$ cat src/rtl/aidc_core.sv
// AXI inline compressor: registered address remap, W delta-encode and R delta-decode.
// Optional beat counter enabled by defining AIDC_STATS_EN.
module aidc_core #(
    parameter int DATA_W     = 32,
    parameter int ADDR_SHIFT = 1
) (
    input  logic              clk,
    input  logic              rst_n,
    input  logic              ENABLE_i,
    input  logic [DATA_W-1:0] icnt_aw_intf,
    input  logic [DATA_W-1:0] icnt_w_intf,
    output logic [DATA_W-1:0] icnt_b_intf,
    input  logic [DATA_W-1:0] icnt_ar_intf,
    output logic [DATA_W-1:0] icnt_r_intf,
    output logic [DATA_W-1:0] mc_aw_intf,
    output logic [DATA_W-1:0] mc_w_intf,
    input  logic [DATA_W-1:0] mc_b_intf,
    output logic [DATA_W-1:0] mc_ar_intf,
    input  logic [DATA_W-1:0] mc_r_intf
`ifdef AIDC_STATS_EN
   ,output logic [15:0]       comp_beat_cnt_o
`endif
);

    localparam int PW = DATA_W - 1;

    logic [PW-1:0]     r_w_prev;
    logic [PW-1:0]     r_r_prev;

    logic              w_aw_v, w_w_v, w_ar_v, w_r_v;
    logic [PW-1:0]     w_w_enc, w_r_dec;
    logic [DATA_W-1:0] w_aw_next, w_w_next, w_ar_next, w_r_next;

    assign w_aw_v  = icnt_aw_intf[DATA_W-1];
    assign w_w_v   = icnt_w_intf[DATA_W-1];
    assign w_ar_v  = icnt_ar_intf[DATA_W-1];
    assign w_r_v   = mc_r_intf[DATA_W-1];

    assign w_w_enc = icnt_w_intf[PW-1:0] ^ r_w_prev;
    assign w_r_dec = mc_r_intf[PW-1:0] ^ r_r_prev;

    // Invalid beats collapse to all-zero words; payload is never forwarded.
    assign w_aw_next = !w_aw_v ? '0 :
                       ENABLE_i ? {1'b1, icnt_aw_intf[PW-1:0] >> ADDR_SHIFT} : icnt_aw_intf;
    assign w_ar_next = !w_ar_v ? '0 :
                       ENABLE_i ? {1'b1, icnt_ar_intf[PW-1:0] >> ADDR_SHIFT} : icnt_ar_intf;
    assign w_w_next  = !w_w_v ? '0 : (ENABLE_i ? {1'b1, w_w_enc} : icnt_w_intf);
    assign w_r_next  = !w_r_v ? '0 : (ENABLE_i ? {1'b1, w_r_dec} : mc_r_intf);

    always_ff @(posedge clk) begin
        if (rst_n) begin
            mc_aw_intf  <= '0;
            mc_w_intf   <= '0;
            mc_ar_intf  <= '0;
            icnt_r_intf <= '0;
            icnt_b_intf <= '0;
            r_w_prev    <= '0;
            r_r_prev    <= '0;
        end else begin
            mc_aw_intf  <= w_aw_next;
            mc_w_intf   <= w_w_next;
            mc_ar_intf  <= w_ar_next;
            icnt_r_intf <= w_r_next;
            icnt_b_intf <= mc_b_intf;
            // Histories track raw write data and decoded read data, so both ends agree.
            if (!ENABLE_i) begin
                r_w_prev <= '0;
                r_r_prev <= '0;
            end else begin
                if (w_w_v) r_w_prev <= icnt_w_intf[PW-1:0];
                if (w_r_v) r_r_prev <= w_r_dec;
            end
        end
    end

`ifdef AIDC_STATS_EN
    always_ff @(posedge clk) begin
        if (rst_n)
            comp_beat_cnt_o <= '0;
        else if (ENABLE_i && w_w_v)
            comp_beat_cnt_o <= comp_beat_cnt_o + 16'd1;
    end
`endif

endmodule

$ cat config.mk
export PLATFORM = sky130hd
export DESIGN_NAME = aidc_core
export DESIGN_NICKNAME = d
export VERILOG_FILES = /design/src/rtl/aidc_core.sv
export SDC_FILE = /design/constraint.sdc
export NUM_CORES = 1
export LEC_CHECK = 0
export ABC_AREA = 1
export BUFFER_PORTS_ARGS = -buffer_cell sky130_fd_sc_hd__buf_4
export CAP_MARGIN = 0
export CORE_ASPECT_RATIO = 1.2
export CORE_UTILIZATION = 49
export DETAILED_ROUTE_END_ITERATION = 8
export PLACE_DENSITY = 0.9
export SLEW_MARGIN = 20
export SYNTH_ARGS = -nofsm -noshare
export SYNTH_HDL_FRONTEND = slang
export SYNTH_SLANG_ARGS = --single-unit
$ cat constraint.sdc
create_clock -name clk -period 0.95 [get_ports clk]
set_input_delay 0.095 -clock clk [delete_from_list [all_inputs] [get_ports clk]]
set_output_delay 0.095 -clock clk [all_outputs]
set_load 0.03 [all_outputs]
; Word-level counts from Yosys, hierarchy flattened
; Index checks and enable logic that the tools add are counted.
[word_totals]
reg_bits = 222
output_inout_bits = 160
word_cells = 27
[op_classes]
muxes = 4
bitwise_logic = 7
reduce_logical = 7
[op_table]
columns = operator, count
row1 = 2-to-1 mux 31 bit, 2
row2 = XOR 31 bit, 2
row3 = 2-to-1 mux 30 bit, 2
row4 = OR reduction 2 bit, 5
row5 = OR reduction 3 bit, 2
row6 = NOT 1 bit, 5

; Longest topological paths before layout
; Gate-level depths: netlist of run 1.
[logic_depth]
depth_word = 2
mapped_depth = 7
ltp_nobuf = 5

; Least setup slack after synthesis of run 1
; No wires, ideal clock.
[synth_timing]
path_type = in2reg
start = input ENABLE_i
end = register icnt_r_intf[24]
setup_ns = 0.109
arrival_ns = 0.731
required_ns = 0.841
setup_slack_ns = 0.110
stages = 7
path_buffers = 3
cell_sequence = buf_4 -> buf_6 -> buf_2 -> nor2_1 -> nor2_1 -> nand2_1 -> inv_1
[synth_via]
elab_chain_cells = 1
[synth_rtl]
columns = element, line_no
row1 = from (decl), 9  ; input logic ENABLE_i,
row2 = 2-to-1 mux 31 bit, 48  ; assign w_r_next = !w_r_v ? '0 : (ENABLE_i ? {1'b1, w_r_dec} : mc_r_intf);
row3 = to (signal assigned), 63  ; icnt_r_intf <= w_r_next;
row4 = to (decl), 14  ; output logic [DATA_W-1:0] icnt_r_intf,
; Every way passes these cells.
; A chain may end at the register's enable or synchronous reset.

; Final worst setup path of run 1
[layout_timing]
start = register icnt_b_intf[20]
end = output icnt_b_intf[20]
[layout_lines]
columns = element, line_no
row1 = from (decl), 12  ; output logic [DATA_W-1:0] icnt_b_intf,
row2 = from (signal assigned), 64  ; icnt_b_intf <= mc_b_intf;
; No word-level cell between the ends.

==> flow_summary_export.csv, run 1 <==
group,metric,value,unit
global_route,antenna_found_initial,3,
synth,synth_warnings,0,
route,routed_wl,39.12,mm
die,die_area,17810,um2
cts,cts.clk_slew.worst_paths,0.07,ns
placed_design,place_area,11170,um2
synth,syn_area,8464,um2
worst_setup_path,path_cells,"buf_6",
placed_design,gp_congestion,0.8182,
placed_design,pre_cts_ws,-0.1205,ns
worst_setup_path,ff2ff_path_depth,5,
power,p_leak,7.163,nW
cts,tritoncts,"done",
global_route,first_global_vias,10990,
worst_setup_path,r2r_start,"r_r_prev[24]$_SDFFE_PP0P_",
status,violations,"setup timing",
power,total_power,23.75,mW
sta,relSlewSlack,0.7450,
worst_setup_path,crit_buf_inv,1,
placed_design,placed_cells,1693,
global_route,track_usage,0.4325,
sta,finalSetupViolations,160,
sta,worst_pin_slew,0.3825,ns
finish,layout-area-overhead-vs-synth,69.25,%
hold_path,whs_path_depth,4,
sta,hold_ws,0.04763,ns
route,viasPerCell,5.609,
synth,synth_nets,1357,
cts,ctsLongestPathBuffers,3,
worst_setup_path,required,0.85,ns
route,drtIter0Drc,1298,
finish,drive_above_1_share,0.3290,
die,fp.dieW,122.0,um
cts,clock_sinks,222,
route,ant_nets,0,
worst_setup_path,rr_endpoint,"r_r_prev[24]$_SDFFE_PP0P_",
worst_setup_path,crit_path_start_kind,"flop",
status,status,"complete, but fails checks",
run,drv_cap,0,
sta,timing.final.crit_period,1.137,ns
worst_setup_path,crit_type,"reg -> out",
global_route,grt_max_degree,80,
finish,layout_commonest_cell,"nand2_1",
hold_path,min-delay-start,"ENABLE_i",
worst_setup_path,slowest_delay,0.38,ns
sta,setup_ws,-0.1868,ns
cts,cts-htree-levels,1,
sta,fmax,879.7,MHz
die,fp.dieH,146.0,um
synth,synthCells,1194,
synth,ys_ff_latch,222,
worst_setup_path,cpLargestDelayFamily,"flip-flops",
power,p_per_area,1658,nW/um2
synth,synth_cell_types,13,
cts,clockRootBuffer,"clkbuf_16",
worst_setup_path,critPathSlowestCell,"dfxtp_4",
worst_setup_path,startpoint,"icnt_b_intf[20]$_SDFF_PP0_",
sta,hold_violations,0,
route,first_pass_iters,5,
global_route,overflow,0,
worst_setup_path,cp.arrival,1.04,ns
worst_setup_path,crit_fanout,1,
sta,finalCritPeriodShare,1.197,
placed_design,io_buffers,322,
die,core,16920,um2
finish,final_cell_mix,"nand2_1 (342), nor2_1 (188), buf_4 (171)",
route,vias,10610,
die,ios,323,
finish,fin_cells,1892,
synth,syn-mean-instance-area,7.089,um2
power,max-vdd-ir-drop,1.354,mV
cts,numCtsBuffers,23,
sta,finalClockSkew,0.02233,ns
route,drc,0,
cts,postCtsSetupBuffers,0,
global_route,grt_pass1_wl,59.29,mm
cts,clock_latency,0.51,ns
finish,nets,1821,
hold_path,hold_end,"mc_aw_intf[9]$_SDFF_PP0_",
worst_setup_path,end_kind,"output pin",
worst_setup_path,r2r_slack,0.01,ns
route,wl_per_cell,20.68,um
hold_path,hold_path_class,"in -> reg",
sta,rsz0062_at_grt,"yes",
synth,seq_area_frac_synth,0.5251,
die,row_count,52,
finish,final_area,14330,um2
sta,tns,-18.87,ns
die,initial_core_util,0.5004,
finish,postLayoutCoreUtil,0.8469,
placed_design,dp_hpwl,17.40,mm
sta,maxSlewViolCount,0,
[flip-flops by register name, summed over array words and instances (netlist names)]
| register | flops |
|---|---|
| mc_w_intf | 32 |
| icnt_b_intf | 32 |
| r_r_prev | 31 |
| r_w_prev | 31 |
| mc_aw_intf | 32 |
| mc_ar_intf | 32 |
| icnt_r_intf | 32 |
[how the worst max path moves through the flow]
stage,endpoint,slack [ns],cells past startpoint
after floorplan,icnt_r_intf[24]$_SDFF_PP0_,0.11,7
after global placement,mc_w_intf[13]$_SDFF_PP0_,-0.06,6
after detailed placement,mc_w_intf[5]$_SDFF_PP0_,-0.12,6
after CTS,mc_aw_intf[1],-0.19,1
after global routing,icnt_b_intf[20],-0.20,1
final,icnt_b_intf[20],-0.19,1
[where the power goes]
part / total (mW) / switching [mW] / internal (mW)
Clock: 9.29 / 3.98 / 5.31
Combinational: 4.36 / 2.39 / 1.97
Sequential: 10.1 / 0.314 / 9.79
Total: 23.7 / 6.69 / 17.1
[cell families after synthesis]
family	Yosys count	share of synthesized area
simple gates	626	0.2925
buf+inv	224	0.1103
flops	222	0.5251
compound gates	122	0.07214
[cell usage after synthesis, drive strengths merged]
library cell	instances	area, um2
clkbuf	11	41.29
dfxtp	222	4444
nand3	93	465.5
inv	162	608.1
a21oi	122	610.6
buf	51	284.0
nor2	190	720.7
nand2	343	1290
[layer usage]
layer	wire length [um]	vias up	track usage
met3	4515	325	0.1697
li1	-	4545	-
met2	18870	893	0.7240
met5	15	-	0
met4	3563	2	0.3278
met1	12160	4847	0.4226
[area by class of cell]
| cell class | count | area [um2] |
|---|---|---|
| timing repair buffer | 501 | 4930 |
| sequential | 222 | 4654 |
| multi-input combinational | 748 | 3097 |
| fill | 747 | 2590 |
| clock buffer | 34 | 686.9 |
| inverter | 162 | 608.1 |
| tap | 216 | 270.3 |
| clock inverter | 8 | 77.57 |
| antenna | 1 | 2.502 |
[repair_timing]
| action | CTS | global route |
|---|---|---|
| endpoints found under the hold margin | 218 | 0 |
| gates resized for setup | 321 | 9 |
| hold buffers | 156 | 0 |
| pin swaps | 0 | 0 |
| setup endpoints to repair | 160 | 162 |
(Power assumes the default switching activity.)
==> inputs of run 2 (changes only) <==
ABC_AREA = 0   (was 1)
==> flow_summary_export.csv, run 2 <==
group,metric,value,unit
finish,fill_cells,717,
hold_path,hold_end,"mc_w_intf[30]$_SDFF_PP0_",
synth,synth_common_cells,"dfxtp_1 (222), a21oi_1 (93), nand3b_1 (93)",
power,max-vdd-ir-drop,1.773,mV
cts,cts-htree-levels,1,
finish,nets,1431,
finish,final_cell_mix,"buf_4 (179), buf_6 (162), dlygate4sd3_1 (159)",
synth,synth.most_common_cell,"dfxtp_1",
route,met2RoutedLength,18.60,mm
sta,timing.final.crit_period,1.133,ns
cts,clock_latency,0.50,ns
global_route,grt_pass1_wl,51.77,mm
power,p_per_area,1632,nW/um2
synth,seq_area_frac_synth,0.5288,
sta,finalClockSkew,0.007953,ns
worst_setup_path,r2r_slack,0.06,ns
cts,numCtsBuffers,22,
synth,yosysTopAreaCell,"dfxtp_1",
route,wl_met1,11.34,mm
placed_design,dp_hpwl,15.98,mm
route,ant_nets,0,
die,die_area,17680,um2
die,core,16850,um2
worst_setup_path,rr_endpoint,"icnt_r_intf[23]$_SDFF_PP0_",
global_route,overflow,0,
hold_path,whs_path_depth,4,
finish,drive_above_1_share,0.4863,
synth,ys_ff_latch,222,
sta,finalSetupViolations,160,
worst_setup_path,slowest_delay,0.37,ns
synth,synth_warnings,0,
worst_setup_path,cp.arrival,1.04,ns
sta,worst_pin_slew,0.3553,ns
sta,fmax,882.6,MHz
route,highest_layer,"met4",
synth,synth_nets,945,
cts,clock_sinks,222,
finish,layout-area-overhead-vs-synth,71.45,%
cts,clockRootBuffer,"clkbuf_16",
synth,synth_area_leaders,"dfxtp_1 (53%), mux2i_1 (11%), nand3b_1 (8.3%)",
power,p_leak,6.505,nW
sta,finalCritPeriodShare,1.193,
die,initial_core_util,0.4987,
run,drv_cap,0,
sta,rsz0062_at_grt,"yes",
die,fp.dieW,121.6,um
worst_setup_path,r2r_start,"r_r_prev[23]$_SDFFE_PP0P_",
global_route,antenna_found_initial,2,
cts,cts.clk_slew.worst_paths,0.07,ns
route,viasPerCell,5.642,
worst_setup_path,crit_fanout,1,
route,first_pass_iters,5,
worst_setup_path,ff2ff_path_depth,2,
cts,ctsLongestPathBuffers,3,
die,row_count,52,
route,wl_per_cell,23.49,um
cts,tritoncts,"done",
synth,syn-mean-instance-area,10.75,um2
die,ios,323,
worst_setup_path,crit_buf_inv,1,
synth,synth_edf_count,0,
die,fp.dieH,145.5,um
synth,synth_top_area_frac,0.5288,
worst_setup_path,critPathSlowestCell,"dfxtp_2",
route,vias,8458,
route,drc,0,
synth,synthCells,782,
global_route,first_global_vias,9186,
worst_setup_path,crit_type,"reg -> out",
route,wl_met3,2.338,mm
status,status,"complete, but fails checks",
global_route,track_usage,0.3894,
sta,setup_ws,-0.1831,ns
synth,syn_area,8404,um2
synth,synth-main-ff-cell,"dfxtp_1",
worst_setup_path,path_cells,"buf_6",
sta,hold_violations,0,
hold_path,min-delay-start,"ENABLE_i",
synth,synth_cell_types,15,
global_route,grt_max_degree,33,
route,drtIter0Drc,629,
finish,layout_commonest_cell,"buf_4",
sta,relSlewSlack,0.7563,
route,routed_wl,35.21,mm
hold_path,hold_path_class,"in -> reg",
sta,maxSlewViolCount,0,
synth,synthArstFlopShare,0,
status,violations,"setup timing",
worst_setup_path,cpLargestDelayFamily,"flip-flops",
worst_setup_path,required,0.85,ns
worst_setup_path,end_kind,"output pin",
finish,postLayoutCoreUtil,0.8551,
placed_design,io_buffers,322,
placed_design,gp_congestion,0.8656,
placed_design,pre_cts_ws,-0.02608,ns
worst_setup_path,crit_path_start_kind,"flop",
-- run 2: stage by stage --
stage          power (mW)  TNS, ns  instances  hold slack, ns  area (um2)
5_1_grt             24.04   -19.21       1499         0.03610       14410
3_3_place_gp        13.20        0       1301          0.3035       11230
4_1_cts             22.94   -16.62       1497        0.006012       14360
2_1_floorplan       11.80        0        782          0.2232        8404
6_report            23.52   -16.48       1499         0.03642       14410
3_5_place_dp        13.28  -0.1421       1301          0.3092       11230
-- run 2: layout make-up --
class	count	area, um2	share of cell area
diodes	2	5.005	0.0003473
clock buffers	31	655.6	0.04550
clock inverters	6	82.58	0.005731
inverters	4	15.01	0.001042
multi-input cells	501	3631	0.2520
flip-flops and latches	222	4649	0.3227
well taps	216	270.3	0.01876
repair buffers	517	5100	0.3539
-- run 2: how the worst max path moves through the flow --
stage                                from                   endpoint  slack (ns)  cells after the start
6_report       icnt_b_intf[27]$_SDFF_PP0_            icnt_b_intf[27]       -0.18                      1
5_1_grt        icnt_b_intf[27]$_SDFF_PP0_            icnt_b_intf[27]       -0.18                      1
4_1_cts        icnt_r_intf[24]$_SDFF_PP0_            icnt_r_intf[24]       -0.16                      1
3_5_place_dp                     ENABLE_i  mc_ar_intf[25]$_SDFF_PP0_       -0.03                      5
3_3_place_gp                     ENABLE_i  mc_ar_intf[23]$_SDFF_PP0_       0.002                      5
2_1_floorplan             icnt_w_intf[31]   r_w_prev[0]$_SDFFE_PP0P_        0.12                      4
-- run 2: kinds of logic after synthesis --
kind of cell | Yosys count | synth area share
AND/OR/NAND/NOR | 224 | 0.1532
multiplexers | 91 | 0.1084
buffers and inverters | 59 | 0.04347
flip-flops | 222 | 0.5288
AO/OA/AOI/OAI | 186 | 0.1661
-- run 2: worst min-delay path, stage by stage --
cell and delay (ns):
buf_6 0.10, buf_4 0.13, a21bo_1 0.10, a21oi_1 0.05
-- run 2: where the power goes --
part | switching (mW) | leakage (nW) | internal, mW
Clock | 3.84 | 0.363 | 5.34
Sequential | 0.297 | 1.88 | 9.77
Combinational | 2.07 | 4.26 | 2.19
-- run 2: repair_timing --
item / CTS / global route
resized for setup: 321 / 10
hold endpoints to repair: 218 / 0
hold buffers: 159 / 0
setup endpoints to repair: 160 / 181
pin swaps: 0 / 0
buffers inserted: 0 / 0
-- run 2: per-layer routing --
layer / up-vias / global-route usage
li1: 3664 / -
met1: 4085 / 0.3721
met2: 518 / 0.7188
met3: 191 / 0.08307
met4: 0 / 0.2833
met5: - / 0
==> inputs of run 3 (changes only) <==
CORE_MARGIN = 2   (was not set)
REMOVE_ABC_BUFFERS = 1   (was not set)
==> flow_summary_export.csv, run 3 (synthesized netlist as in run 2, its figures left out) <==
group,metric,value,unit
route,wl_per_cell,22.31,um
worst_setup_path,r2r_slack,0.06,ns
die,row_count,52,
worst_setup_path,crit_cells,1,
worst_setup_path,r2r_start,"r_r_prev[4]$_SDFFE_PP0P_",
placed_design,gp_congestion,0.8233,
route,drc,0,
worst_setup_path,slowest_delay,0.39,ns
hold_path,hold_path_class,"in -> reg",
global_route,overflow,0,
sta,finalCritPeriodShare,1.206,
cts,numCtsBuffers,22,
sta,timing.final.crit_period,1.146,ns
sta,fmax,872.9,MHz
finish,postLayoutCoreUtil,0.8522,
worst_setup_path,required,0.85,ns
power,total_power,22.88,mW
status,status,"complete, but fails checks",
worst_setup_path,critPathSlowestCell,"dfxtp_2",
finish,drive_above_1_share,0.4817,
sta,hold_violations,0,
power,p_per_area,1593,nW/um2
die,fp.dieH,147.5,um
cts,cts-htree-levels,1,
cts,clockRootBuffer,"clkbuf_16",
worst_setup_path,rr_endpoint,"r_r_prev[4]$_SDFFE_PP0P_",
global_route,grt_pass1_wl,50.20,mm
cts,tritoncts,"done",
sta,worst_pin_slew,0.3128,ns
worst_setup_path,crit_path_start_kind,"flop",
sta,setup_ws,-0.1956,ns
power,p_leak,6.495,nW
worst_setup_path,crit_type,"reg -> out",
sta,finalSetupViolations,163,
cts,clock_sinks,222,
route,ant_nets,0,
cts,cts.clk_slew.worst_paths,0.08,ns
finish,layout-area-overhead-vs-synth,70.86,%
finish,layout_commonest_cell,"buf_4",
worst_setup_path,end_kind,"output pin",
die,die_area,18220,um2
cts,clock_latency,0.50,ns
worst_setup_path,path_cells,"buf_6",
route,vias,8288,
worst_setup_path,startpoint,"mc_ar_intf[29]$_SDFF_PP0_",
status,violations,"setup timing",
global_route,first_global_vias,9201,
worst_setup_path,crit_buf_inv,1,
global_route,track_usage,0.3589,
route,drtIter0Drc,561,
route,first_pass_iters,5,
finish,nets,1438,
finish,final_cell_mix,"buf_4 (187), dlygate4sd3_1 (162), buf_6 (162)",
global_route,grt_max_degree,33,
run,drv_cap,0,
power,max-vdd-ir-drop,1.669,mV
global_route,antenna_found_initial,5,
worst_setup_path,crit_fanout,1,
sta,maxSlewViolCount,0,
worst_setup_path,setup.worst_path.end,"mc_ar_intf[29]",
die,ios,323,
route,routed_wl,33.67,mm
placed_design,io_buffers,322,
cts,ctsLongestPathBuffers,3,
worst_setup_path,ff2ff_path_depth,2,
die,initial_core_util,0.4987,
placed_design,dp_hpwl,16.74,mm
worst_setup_path,cp.arrival,1.05,ns
route,viasPerCell,5.492,
die,fp.dieW,123.6,um
die,core,16850,um2
worst_setup_path,cpLargestDelayFamily,"flip-flops",
sta,finalClockSkew,0.01465,ns
sta,rsz0062_at_grt,"yes",
sta,relSlewSlack,0.7914,
sta,tns,-17.13,ns
[run 3: power by group]
group          switching (mW)  total [mW]  internal, mW
Combinational            2.03        4.21          2.18
Sequential              0.285        10.1          9.78
Clock                    3.69        8.61          4.92
Total                    6.00        22.9          16.9
[run 3: metrics by stage]
| stage | cells | setup WS (ns) | instance area (um2) | hold slack (ns) |
|---|---|---|---|---|
| floorplan | 727 | -0.5366 | 8054 | 0.1666 |
| global placement | 1305 | 0.02338 | 11210 | 0.3034 |
| detailed placement | 1305 | -0.03451 | 11210 | 0.3110 |
| CTS | 1503 | -0.1681 | 14330 | 0.02736 |
| global route | 1508 | -0.1969 | 14360 | 0.05470 |
| finish | 1509 | -0.1956 | 14360 | 0.05705 |
[run 3: cell type report]
class	count	area, um2
Sequential cell	222	4647
Tap cell	216	270.3
Timing Repair Buffer	524	5110
Antenna cell	6	15.01
Multi-Input combinational cell	501	3608
Inverter	4	15.01
Clock buffer	32	638.1
Fill cell	715	2491
Clock inverter	4	56.30
[run 3: metal layers]
layer / track usage / up-vias / wire, um
li1: - / 3698 / -
met1: 0.3528 / 3976 / 10920
met2: 0.6637 / 477 / 17980
met3: 0.09375 / 137 / 2730
met4: 0.2045 / 0 / 2027
met5: 0 / - / 0
[run 3: worst min path at each step]
stage	startpoint	to	slack, ns	depth (start not counted)
2_1_floorplan	rst_n	icnt_b_intf[0]$_SDFF_PP0_	0.17	1
3_3_place_gp	mc_b_intf[6]	icnt_b_intf[6]$_SDFF_PP0_	0.30	2
3_5_place_dp	mc_b_intf[25]	icnt_b_intf[25]$_SDFF_PP0_	0.31	2
4_1_cts	ENABLE_i	mc_w_intf[10]$_SDFF_PP0_	0.03	4
5_1_grt	ENABLE_i	icnt_r_intf[17]$_SDFF_PP0_	0.05	4
6_report	ENABLE_i	icnt_r_intf[17]$_SDFF_PP0_	0.06	4
[run 3: what timing repair did]
action,4_1_cts,5_1_grt
gates resized for setup,320,5
hold buffers,162,0
pin swaps,0,0
hold endpoints to repair,218,0
buffers inserted,0,0
endpoints found under the setup margin,160,164
